==> src/rtl/button_step_pkg.sv <==
// Shared types and helpers for the push-button step conditioner.
package button_step_pkg;

  typedef enum logic [2:0] {
    LOCKOUT    = 3'd0,
    IDLE       = 3'd1,
    PRESS_DB   = 3'd2,
    HELD       = 3'd3,
    RELEASE_DB = 3'd4
  } btn_state_t;

  // Width needed for one counter able to hold the largest of the three cycle counts.
  function automatic int calc_cnt_w(input int db_cycles, input int hold_cycles,
                                    input int repeat_cycles);
    int max_val;
    max_val = db_cycles;
    if (hold_cycles > max_val) max_val = hold_cycles;
    if (repeat_cycles > max_val) max_val = repeat_cycles;
    return $clog2(max_val + 1);
  endfunction

endpackage

==> src/rtl/button_step_conditioner_if.sv <==
// Button-side bundle: raw button in, conditioned step/level/repeat status out.
interface button_step_conditioner_if;
  logic btn_raw;
  logic step;
  logic pressed;
  logic repeat_active;

  modport master (
    input  btn_raw,
    output step,
    output pressed,
    output repeat_active
  );

  modport slave (
    output btn_raw,
    input  step,
    input  pressed,
    input  repeat_active
  );
endinterface

==> src/rtl/button_sync.sv <==
// Multi-flop synchroniser for the raw button; flops reset high so a button
// that looks held during reset is treated as held.
module button_sync #(
  parameter int SYNC_STAGES = 2
) (
  input  logic clk,
  input  logic rst,
  input  logic btn_raw,
  output logic btn_s
);

  logic [SYNC_STAGES-1:0] sync_q;
  logic [SYNC_STAGES-1:0] sync_d;

  // Shift the raw level one stage deeper into the chain each cycle.
  always_comb begin
    sync_d = {sync_q[SYNC_STAGES-2:0], btn_raw};
  end

  // Chain registers, forced to "held" by reset.
  always_ff @(posedge clk or posedge rst) begin
    if (rst) sync_q <= '1;
    else     sync_q <= sync_d;
  end

  assign btn_s = sync_q[SYNC_STAGES-1];

endmodule

==> src/rtl/button_step_conditioner.sv <==
// Turns a bouncy push button into single-cycle step pulses with auto-repeat.
module button_step_conditioner
  import button_step_pkg::*;
#(
  parameter int SYNC_STAGES   = 2,
  parameter int DB_CYCLES     = 250000,
  parameter int HOLD_CYCLES   = 12500000,
  parameter int REPEAT_CYCLES = 5000000
) (
  input  logic clk,
  input  logic rst,
  button_step_conditioner_if.master bus
);

  localparam int CNT_W = calc_cnt_w(DB_CYCLES, HOLD_CYCLES, REPEAT_CYCLES);
  localparam logic [CNT_W-1:0] DB_LAST     = CNT_W'(DB_CYCLES - 1);
  localparam logic [CNT_W-1:0] HOLD_LOAD   = CNT_W'(HOLD_CYCLES);
  localparam logic [CNT_W-1:0] REPEAT_LOAD = CNT_W'(REPEAT_CYCLES);
  localparam logic [CNT_W-1:0] CNT_ONE     = CNT_W'(1);

  logic             btn_s;
  btn_state_t       state_q, state_d;
  logic [CNT_W-1:0] cnt_q, cnt_d;
  logic [CNT_W-1:0] timer_q, timer_d;
  logic             step_q, step_d;
  logic             pressed_q, pressed_d;
  logic             repeat_q, repeat_d;

  button_sync #(
    .SYNC_STAGES(SYNC_STAGES)
  ) u_sync (
    .clk    (clk),
    .rst    (rst),
    .btn_raw(bus.btn_raw),
    .btn_s  (btn_s)
  );

  // Debounce, press detection and auto-repeat decisions for the next cycle.
  always_comb begin
    state_d   = state_q;
    cnt_d     = cnt_q;
    timer_d   = timer_q;
    step_d    = 1'b0;
    pressed_d = pressed_q;
    repeat_d  = repeat_q;
    unique case (state_q)
      LOCKOUT: begin
        if (btn_s) begin
          cnt_d = '0;
        end else if (cnt_q >= DB_LAST) begin
          state_d = IDLE;
          cnt_d   = '0;
        end else begin
          cnt_d = cnt_q + CNT_ONE;
        end
      end
      IDLE: begin
        if (btn_s) begin
          if (DB_CYCLES == 1) begin
            state_d   = HELD;
            step_d    = 1'b1;
            pressed_d = 1'b1;
            timer_d   = HOLD_LOAD;
            cnt_d     = '0;
          end else begin
            state_d = PRESS_DB;
            cnt_d   = CNT_ONE;
          end
        end
      end
      PRESS_DB: begin
        if (!btn_s) begin
          state_d = IDLE;
          cnt_d   = '0;
        end else if (cnt_q >= DB_LAST) begin
          state_d   = HELD;
          step_d    = 1'b1;
          pressed_d = 1'b1;
          timer_d   = HOLD_LOAD;
          cnt_d     = '0;
        end else begin
          cnt_d = cnt_q + CNT_ONE;
        end
      end
      HELD: begin
        if (!btn_s) begin
          if (DB_CYCLES == 1) begin
            state_d   = IDLE;
            pressed_d = 1'b0;
            repeat_d  = 1'b0;
            cnt_d     = '0;
          end else begin
            state_d = RELEASE_DB;
            cnt_d   = CNT_ONE;
          end
        end else if (timer_q == CNT_ONE) begin
          timer_d = REPEAT_LOAD;
          if (REPEAT_CYCLES != 0) begin
            step_d   = 1'b1;
            repeat_d = 1'b1;
          end
        end else if (timer_q != '0) begin
          timer_d = timer_q - CNT_ONE;
        end
      end
      RELEASE_DB: begin
        if (btn_s) begin
          state_d  = HELD;
          timer_d  = HOLD_LOAD;
          repeat_d = 1'b0;
          cnt_d    = '0;
        end else if (cnt_q >= DB_LAST) begin
          state_d   = IDLE;
          pressed_d = 1'b0;
          repeat_d  = 1'b0;
          cnt_d     = '0;
        end else begin
          cnt_d = cnt_q + CNT_ONE;
        end
      end
      default: begin
        state_d = LOCKOUT;
        cnt_d   = '0;
      end
    endcase
  end

  // State, counters and registered outputs; reset drops every output at once.
  always_ff @(posedge clk or posedge rst) begin
    if (rst) begin
      state_q   <= LOCKOUT;
      cnt_q     <= '0;
      timer_q   <= '0;
      step_q    <= 1'b0;
      pressed_q <= 1'b0;
      repeat_q  <= 1'b0;
    end else begin
      state_q   <= state_d;
      cnt_q     <= cnt_d;
      timer_q   <= timer_d;
      step_q    <= step_d;
      pressed_q <= pressed_d;
      repeat_q  <= repeat_d;
    end
  end

  assign bus.step          = step_q;
  assign bus.pressed       = pressed_q;
  assign bus.repeat_active = repeat_q;

endmodule

==> src/flat_wrapper.sv <==
// flat-port wrapper written by rule: the top's interface ports become plain ports
module button_step_conditioner_flat import button_step_pkg::*;
#(
  parameter int SYNC_STAGES   = 2,
  parameter int DB_CYCLES     = 250000,
  parameter int HOLD_CYCLES   = 12500000,
  parameter int REPEAT_CYCLES = 5000000
)
  (clk, rst, bus_btn_raw, bus_step, bus_pressed, bus_repeat_active);
  button_step_conditioner_if bus_i ();
  input  logic clk;
  input  logic rst;
  input wire logic [$bits(bus_i.btn_raw)-1:0] bus_btn_raw;
  output wire logic [$bits(bus_i.step)-1:0] bus_step;
  output wire logic [$bits(bus_i.pressed)-1:0] bus_pressed;
  output wire logic [$bits(bus_i.repeat_active)-1:0] bus_repeat_active;
  assign bus_i.btn_raw = bus_btn_raw;
  assign bus_step = bus_i.step;
  assign bus_pressed = bus_i.pressed;
  assign bus_repeat_active = bus_i.repeat_active;
  button_step_conditioner #(.SYNC_STAGES(SYNC_STAGES), .DB_CYCLES(DB_CYCLES), .HOLD_CYCLES(HOLD_CYCLES), .REPEAT_CYCLES(REPEAT_CYCLES)) u_core (.clk(clk), .rst(rst), .bus(bus_i));
endmodule
==> config.mk <==
export PLATFORM = sky130hd
export DESIGN_NAME = button_step_conditioner_flat
export DESIGN_NICKNAME = d
export VERILOG_FILES = /design/src/rtl/button_step_pkg.sv /design/src/rtl/button_step_conditioner_if.sv /design/src/rtl/button_sync.sv /design/src/rtl/button_step_conditioner.sv /design/src/flat_wrapper.sv
export SDC_FILE = /design/constraint.sdc
export NUM_CORES = 1
export LEC_CHECK = 0
export BUFFER_PORTS_ARGS = -buffer_cell sky130_fd_sc_hd__clkbuf_2
export CELL_PAD_IN_SITES_DETAIL_PLACEMENT = 0
export CELL_PAD_IN_SITES_GLOBAL_PLACEMENT = 1
export CORE_ASPECT_RATIO = 1.25
export CORE_MARGIN = 3
export CORE_UTILIZATION = 40
export DETAILED_ROUTE_END_ITERATION = 10
export GPL_TIMING_DRIVEN = 0
export PLACE_DENSITY_LB_ADDON = 0.1
export SETUP_SLACK_MARGIN = 0.1
export SLEW_MARGIN = 30
export SYNTH_ARGS = -nofsm -noshare
export SYNTH_HDL_FRONTEND = slang
export SYNTH_SLANG_ARGS = --single-unit
export TNS_END_PERCENT = 20
==> constraint.sdc <==
create_clock -name clk -period 6.7 [get_ports clk]
set_clock_uncertainty 0.2 [all_clocks]
set_input_delay 0.67 -clock clk [delete_from_list [all_inputs] [get_ports clk]]
set_output_delay 0.67 -clock clk [all_outputs]
set_load 0.01 [all_outputs]
==> flow_summary.toml, run 1 <==
[floorplanning]
start_util = 0.418
core_um2 = 7490
rows = 35
die_x_um = 85.1
die_y_um = 105
pin_count = 6
dieArea_um2 = 8920

[routing]
met2_length_um = 3780
vias = 2568
firstDrtPassIters = 4
route.top_layer_used = "met4"
drtIter0Drc = 162
drc_errors = 0
routedWlPerCell_um = 16.4
dr_wl_met3_um = 141
detail-route-antenna-nets = 0
wl_met1_um = 3310
viasPerCell = 5.73
wirelength_um = 7340

[clocking]
cts-root-buf = "clkbuf_8"
cts_resized = 0
clock-sinks = 56
cts_inserted_buffers = 5
postCtsSetupRepairBufs = 0
path_clk_slew_ps = 100
insertion_delay_ps = 310
clockBufferDepth = 2
postCtsHoldBufs = 0
cts_tree = "built"
cts_max_level = 2

[timing]
setup_viol = 0
tightest_slew_ps = 698
fin_crit_ps = 2930
report.final.slew_viol_count = 0
post-route-period-util = 0.437
max_freq_mhz = 341
fin_setup_tns_ps = 0
finalHoldViolations = 0
rsz0062_at_grt = "false"
relSlewSlack = 0.530

[final_layout]
fin_nets = 361
area.growth.synth_to_final_pct = 8.20
drive_gt1_frac = 0.107
diodes = 0
final_util = 0.452

[synthesis]
synth_ff_type = "dfrtp_1"
syn_area_per_cell_um2 = 9.14
synth_cell_types = 57
ys.warnings.count = 0
ys_seq_area_frac = 0.449
synth_edf_count = 0
netlist_area_um2 = 3130
ys_ff_latch = 56
syn_inst = 342
synthArstFlopShare = 1.00
syn_nets = 348

[critical_path]
cp_data_required_time_ps = 6700
critPathArrivalTime_ps = 2930
worstSetupStartpointType = "register"
critPathCaptureType = "register"
crit_fanout = 10
crit_type = "reg2reg"

[global_route]
grt_max_degree = 30
grt_use_total = 0.174
grt_pass1_vias = 2517
grt_overflow_total = 0
grt_pass1_wl_um = 12600
antenna_found_initial = 0

[power]
p_leak_nw = 1.35
power_w = 0.00107
ir_drop_uv = 173
power_density_nw_per_um2 = 316

[placement]
place.gp.congestion = 0.744
dp_hpwl_um = 5260
portBuffers = 5

[run_status]
status = "completed"

[hold_path]
min-delay-path-class = "in2async"

[flow_run]
cap_viol_max_count = 0
[path summary, 6_finish.rpt]
kind                       depth (start not counted)                 endpoint                    start  slack (ps)
setup / recovery                                   6       u_core.timer_q[13]       u_core.timer_q[18]        3770
hold / removal                                     2        u_core.timer_q[2]                      rst         120
setup reg to reg                                   6       u_core.timer_q[13]       u_core.timer_q[18]        3770
hold reg to reg                                    0  u_core.u_sync.sync_q[1]  u_core.u_sync.sync_q[0]         170
max in group asynchronous                          3  u_core.u_sync.sync_q[1]                      rst        5630
min in group clk                                   0  u_core.u_sync.sync_q[1]  u_core.u_sync.sync_q[0]         170
[Yosys cell counts (6+ instances only)]
| library cell | n | area share |
|---|---|---|
| nor3_1 | 8 | 0.013 |
| nor4_1 | 6 | 0.012 |
| nand2_1 | 23 | 0.028 |
| inv_1 | 10 | 0.012 |
| and3_1 | 8 | 0.016 |
| xnor2_1 | 9 | 0.025 |
| a22o_1 | 6 | 0.017 |
| nor2_1 | 51 | 0.061 |
| a31oi_1 | 7 | 0.014 |
| xor2_1 | 6 | 0.017 |
| nand3_1 | 8 | 0.013 |
| dfrtp_1 | 54 | 0.43 |
| a21oi_1 | 23 | 0.037 |
| o21ai_0 | 29 | 0.046 |
| clkbuf_1 | 9 | 0.011 |
| nand4_1 | 6 | 0.012 |
[power by group]
group / leakage (nW) / internal [W] / switching, W
clock: 0.0445 / 0.0000844 / 0.000111
sequential: 0.712 / 0.000408 / 0.0000851
combinational: 0.594 / 0.000146 / 0.000233
total: 1.35 / 0.000638 / 0.000429
[critical path, cell delays in order (launching register included)]
cell and delay, ps:
dfrtp_1 460, nor4_1 540, nand2_1 220, nor3_2 500
clkbuf_1 500, o21ai_0 180, a22o_1 210
[layout make-up]
cell class | count | area (um^2)
buffer | 14 | 67.6
multi-input combinational | 262 | 1620
clock inverter | 1 | 7.51
tap | 92 | 115
clock buffer | 7 | 86.3
sequential | 56 | 1400
inverter | 10 | 40.0
fill | 768 | 4110
timing repair buffer | 6 | 45.0
[state kept, by name (all words and copies together), names as in the netlist]
name                      flops
u_core.bus.pressed            1
u_core.state_q                3
u_core.bus.step               1
u_core.bus.repeat_active      1
u_core.timer_q               24
u_core.cnt_q                 24
u_core.u_sync.sync_q          2
[through the flow]
stage / setup WS, ps / cell area, um^2 / instances / hold slack [ps]
final: 3770 / 3380 / 448 / 123
after global routing: 3490 / 3380 / 448 / 147
after CTS: 3780 / 3380 / 448 / 129
after detailed placement: 3810 / 3290 / 440 / 155
after global placement: 3610 / 3270 / 439 / 145
after floorplan: 4280 / 3130 / 342 / 145
[layer usage]
| layer | global-route usage | vias to the layer above |
|---|---|---|
| li1 | - | 1271 |
| met1 | 0.221 | 1247 |
| met2 | 0.306 | 39 |
| met3 | 0.0229 | 11 |
| met4 | 0.0486 | 0 |
| met5 | 0 | - |
[cell usage in the layout, fill, tap and decap left out, types with 4 or more instances in the layout]
cell type	n
nand2_1	23
or2_2	4
a22o_1	6
nor4_1	6
inv_1	9
clkbuf_2	5
nand2b_1	4
nor3_1	8
a21oi_1	23
and3_1	8
clkbuf_1	10
nor2_1	51
and2_1	5
xnor2_1	9
nand3_1	8
clkbuf_8	6
o41ai_1	5
o21ai_0	29
xor2_1	6
nand4_1	6
dfrtp_1	54
a31oi_1	7
[cells by family (layout without fill, tap and decap cells)]
| logic type | Yosys count | in the layout | share of synthesized area |
|---|---|---|---|
| flip-flops | 56 | 56 | 0.449 |
| AO/OA/AOI/OAI | 96 | 96 | 0.206 |
| XOR/XNOR | 15 | 15 | 0.0420 |
| adder cells (fa/ha/maj) | 3 | 3 | 0.0120 |
| AND/OR/NAND/NOR | 148 | 148 | 0.257 |
| buffers and inverters | 24 | 38 | 0.0336 |
(Power assumes the default switching activity.)
==> run 2, diff against run 1 <==
clock period = 3 ns   (was 6.7 ns; I/O delays follow)
==> run 2 against run 1 <==
Clock power grew 120%. Routed wire length grew 0.45%. Combinational power grew 120%. Highest routed layer unchanged. Worst hold slack gained 45 ps. Critical path depth grew 1. Clock-buffer cell count is the same. Die area is the same. Via count is essentially flat. Cell count grew 0.45%.
==> flow_summary.toml, run 2 (same netlist as run 1, synthesis figures left out) <==
[final_layout]
nFillCells = 765
diodes = 0
area.growth.synth_to_final_pct = 9.08
instances_no_fill = 450
drive_gt1_frac = 0.112
fin_nets = 363
final_util = 0.455
mostFrequentLayoutCell = "dfrtp_1"
top_regs = "u_core.cnt_q x24, u_core.timer_q x24, u_core.state_q x3"
final_cell_mix = "54 x dfrtp_1, 51 x nor2_1, 29 x o21ai_0, 23 x nand2_1, 23 x a21oi_1"

[global_route]
antenna_found_initial = 0
grt_pass1_vias = 2539
grt_overflow_total = 0
grt_use_total = 0.175
grt_max_degree = 30
grt_pass1_wl_um = 12700

[power]
p_sw_frac = 0.404
p_clk_frac = 0.183
power_density_nw_per_um2 = 702
p_seq_frac = 0.462
p_leak_nw = 1.36
ir_drop_uv = 389
intPower_w = 0.00143
power_switching_w = 0.000966
p_comb_frac = 0.355

[routing]
wl_met1_um = 3340
viasPerCell = 5.71
wirelength_um = 7370
routedWlPerCell_um = 16.4
detail-route-antenna-nets = 0
drtIter0Drc = 146
dr_wl_met3_um = 137
drc_errors = 0
vias = 2570
firstDrtPassIters = 4
met2_length_um = 3780
route.top_layer_used = "met4"

[floorplanning]
rows = 35
core_um2 = 7490
dieArea_um2 = 8920
die_x_um = 85.1
pin_count = 6
die_y_um = 105
start_util = 0.418

[timing]
tightest_slew_ps = 688
rsz0062_at_grt = "false"
setup_viol = 0
max_freq_mhz = 366
whs_ps = 168
relSlewSlack = 0.537
fin_crit_ps = 2730
report.final.slew_viol_count = 0
fin_setup_tns_ps = 0
post-route-period-util = 0.910
finalHoldViolations = 0

[clocking]
cts_tree = "built"
postCtsSetupRepairBufs = 0
cts_max_level = 2
path_clk_slew_ps = 100
clock-sinks = 56
cts_inserted_buffers = 5
clockBufferDepth = 2
cts-root-buf = "clkbuf_8"
insertion_delay_ps = 310

[critical_path]
critPathArrivalTime_ps = 2740
cp_data_required_time_ps = 3010
worstSetupStartpointType = "register"
crit_fanout = 10
critPathCaptureType = "register"
crit_type = "reg2reg"

[hold_path]
min-delay-path-class = "reg2reg"

[placement]
dp_hpwl_um = 5260
dp_cells = 440
portBuffers = 5
place.gp.congestion = 0.744

[run_status]
status = "completed"

[flow_run]
cap_viol_max_count = 0
## run 2: cell types whose count changed in the layout (fill, tap and decap cells not counted)
cell and change:
clkbuf_2 +1, clkbuf_1 -1, dlygate4sd3_1 +2, nor4_2 +1, nor4_1 -1
## run 2: power groups by stage
stage	logic, W	clock network, W	registers [W]
after detailed placement	0.000852	0	0.00111
after global placement	0.000841	0	0.00111
final	0.000849	0.000438	0.00111
after CTS	0.000858	0.000458	0.00110
after floorplan	0.000663	0	0.00107
after global routing	0.000955	0.000487	0.00113
## run 2: layout make-up
class | count | area (um^2) | area share
sequential | 56 | 1400 | 0.412
timing repair buffer | 8 | 65.1 | 0.0191
clock inverter | 1 | 7.51 | 0.00220
tap | 92 | 115 | 0.0337
buffer | 14 | 68.8 | 0.0202
multi-input combinational | 262 | 1620 | 0.476
inverter | 10 | 40.0 | 0.0117
clock buffer | 7 | 86.3 | 0.0253
## run 2: worst paths after layout
path	cells after the start	start	to	slack (ps)
max reg2reg	7	u_core.timer_q[2]	u_core.timer_q[9]	270
max	7	u_core.timer_q[2]	u_core.timer_q[9]	270
min reg2reg	0	u_core.u_sync.sync_q[0]	u_core.u_sync.sync_q[1]	170
max in group asynchronous	4	rst	u_core.u_sync.sync_q[1]	1740
min in group asynchronous	3	rst	u_core.timer_q[2]	310
min	0	u_core.u_sync.sync_q[0]	u_core.u_sync.sync_q[1]	170
## run 2: stage by stage
step	worst slack, ps	power, W	instance area, um^2
3_5_place_dp	111	0.00196	3290
6_report	271	0.00239	3410
5_1_grt	117	0.00257	3410
3_3_place_gp	41.4	0.00195	3270
2_1_floorplan	578	0.00173	3130
4_1_cts	220	0.00241	3400
## run 2: worst max-delay path: stages (launching register included)
cell and delay [ps]:
dfrtp_1 480, nor4_4 470, nand2_2 180, or4b_4 590, o21ai_2 220, buf_4 260
nor2_1 60, o22a_1 160
## run 2: per-layer routing
metal,vias to the layer above,global-route usage
met3,11,0.0229
li1,1278,-
met4,0,0.0486
met1,1244,0.222
met5,-,0
met2,37,0.308
## run 2: timing repair
item | 4_1_cts | 5_1_grt
hold endpoints to repair | 28 | 0
endpoints found under the setup margin | 2 | 15
pin swaps | 0 | 0
cloned | 0 | 0
resized for setup | 1 | 1
hold buffers | 2 | 0
==> run 3, diff against run 2 <==
RECOVER_POWER = 50   (was default)
REMOVE_ABC_BUFFERS = 1   (was default)
==> run 3 against run 2 <==
Combinational power shrank 5.2%. Cell count decreased by 2.0%. Sequential share of layout area up 0.32 points. Sequential cell count is the same. Clock-buffer cell count down 1. Critical path depth is 1 lower. Largest cell class unchanged. Largest power group unchanged.
==> flow_summary.toml, run 3 (same netlist as run 1, synthesis figures left out) <==
[floorplanning]
core_um2 = 7490
start_util = 0.418
rows = 35
die_x_um = 85.1
pin_count = 6
dieArea_um2 = 8920
die_y_um = 105

[critical_path]
crit_buf_inv = 0
path_cells = "nand3b_1 -> a21oi_1 -> or4b_4 -> a21boi_2 -> a211oi_2 -> nor2_1"
r2r_setup_slack_ps = 220
critPathArrivalTime_ps = 2780
cpPeakStageDelay_ps = 540
r2r_end = "u_core.timer_q[18]"
worstSetupEndpoint = "u_core.timer_q[18]"
crit_type = "reg2reg"
cp_data_required_time_ps = 3000
worstSetupStartpointType = "register"
cp-startpoint = "u_core.state_q[2]"
crit_slowest_cell = "nand3b_1"
crit_fanout = 13
critPathCaptureType = "register"
cp.depth = 6
r2r-start = "u_core.state_q[2]"
reg2reg_depth = 6
crit_family = "simple AND/OR/NAND/NOR gates"

[clocking]
cts_max_level = 2
path_clk_slew_ps = 110
insertion_delay_ps = 310
cts_tree = "built"
clockBufferDepth = 2
cts_inserted_buffers = 5
cts-root-buf = "clkbuf_8"
clock-sinks = 56

[power]
p_clk_frac = 0.179
p_sw_frac = 0.410
p_leak_nw = 1.35
power_density_nw_per_um2 = 702
intPower_w = 0.00140
p_comb_frac = 0.339
ir_drop_uv = 324
p_seq_frac = 0.482
power_switching_w = 0.000974

[final_layout]
fin_nets = 354
top_regs = "u_core.cnt_q x24, u_core.timer_q x24, u_core.state_q x3"
multiInputGateArea_um2 = 1660
area.growth.synth_to_final_pct = 8.24
final_cell_mix = "54 x dfrtp_1, 49 x nor2_1, 28 x o21ai_0, 23 x nand2_1, 23 x a21oi_1"
diodes = 0
drive_gt1_frac = 0.117
mostFrequentLayoutCell = "dfrtp_1"
seq_area_um2 = 1400
final_cell_area_um2 = 3380
nFillCells = 742

[placement]
pre_cts_ws_ps = -18.0
place.gp.congestion = 0.748
dp_hpwl_um = 4790
place_area_um2 = 3250
portBuffers = 5

[routing]
routedWlPerCell_um = 16.4
wirelength_um = 7220
drtIter0Drc = 178
drc_errors = 0
vias = 2534
detail-route-antenna-nets = 0
viasPerCell = 5.75
firstDrtPassIters = 4

[global_route]
grt_pass1_wl_um = 12500
grt_pass1_vias = 2444
grt_overflow_total = 0
grt_use_total = 0.172
antenna_found_initial = 0
grt_max_degree = 47

[timing]
relSlewSlack = 0.203
setup_viol = 0
post-route-period-util = 0.928
layout_setup_ws_ps = 217
report.final.slew_viol_count = 0
fin_crit_ps = 2780
max_freq_mhz = 359
tightest_slew_ps = 1190
rsz0062_at_grt = "true"
finalHoldViolations = 0

[run_status]
status = "completed"

[hold_path]
min-delay-path-class = "reg2reg"

[flow_run]
cap_viol_max_count = 0
run 3: cell types whose count changed in the layout (fill, tap and decap cells not counted), moves of 2 or more:
cell	delta
nor2_1	-2
buf_2	-3
clkbuf_1	-7
buf_4	+2
run 3: how the worst min path moves through the flow:
| stage | start | endpoint | slack, ps | cells past startpoint |
|---|---|---|---|---|
| after floorplan | bus_btn_raw | u_core.u_sync.sync_q[0] | 100 | 0 |
| after global placement | u_core.u_sync.sync_q[0] | u_core.u_sync.sync_q[1] | 150 | 0 |
| after detailed placement | rst | u_core.cnt_q[21] | 10 | 2 |
| after CTS | u_core.u_sync.sync_q[0] | u_core.u_sync.sync_q[1] | 160 | 0 |
| after global routing | u_core.u_sync.sync_q[0] | u_core.u_sync.sync_q[1] | 170 | 0 |
| final | u_core.u_sync.sync_q[0] | u_core.u_sync.sync_q[1] | 160 | 0 |
run 3: worst register-to-register path, stage by stage, from the launching register on:
cell	delay (ps)
dfrtp_1	510
nand3b_1	540
a21oi_1	270
or4b_4	530
a21boi_2	290
a211oi_2	280
nor2_1	70
run 3: repair_timing:
| action | CTS | global route |
|---|---|---|
| setup endpoints to repair | 6 | 18 |
| hold buffers | 2 | 0 |
| cloned | 1 | 0 |
| pin swaps | 2 | 1 |
| endpoints found under the hold margin | 55 | 0 |
| gates resized for setup | 1 | 2 |
| buffers inserted | 1 | 2 |
run 3: metrics by stage:
stage	util	TNS, ps	power (W)	std cells	hold slack, ps
2_1_floorplan	-	0	0.00169	328	104
3_3_place_gp	0.427	-5350	0.00190	425	146
3_5_place_dp	0.434	-18.0	0.00194	427	13.2
4_1_cts	0.452	0	0.00239	439	163
5_1_grt	0.452	0	0.00256	441	172
6_report	0.452	0	0.00237	441	162
run 3: routing by layer:
| metal | track usage | wire (um) | up-vias |
|---|---|---|---|
| met5 | 0 | 0 | - |
| met4 | 0.0373 | 66 | 0 |
| met3 | 0.0237 | 160 | 6 |
| met2 | 0.287 | 3650 | 23 |
| met1 | 0.237 | 3340 | 1241 |
| li1 | - | - | 1264 |
run 3: final cells by class:
cell class,count,share of cell area
clock buffers,6,0.0214
flip-flops and latches,56,0.415
well taps,92,0.0340
repair buffers,12,0.0244
inverters,10,0.0115
clock inverters,2,0.00481
multi-input cells,263,0.489
run 3: power groups by stage:
stage          Combinational [W]  Sequential [W]  Clock, W
6_report                0.000805         0.00114  0.000425
5_1_grt                 0.000919         0.00118  0.000466
4_1_cts                 0.000806         0.00114  0.000440
3_5_place_dp            0.000788         0.00115         0
3_3_place_gp            0.000747         0.00115         0
2_1_floorplan           0.000592         0.00110         0
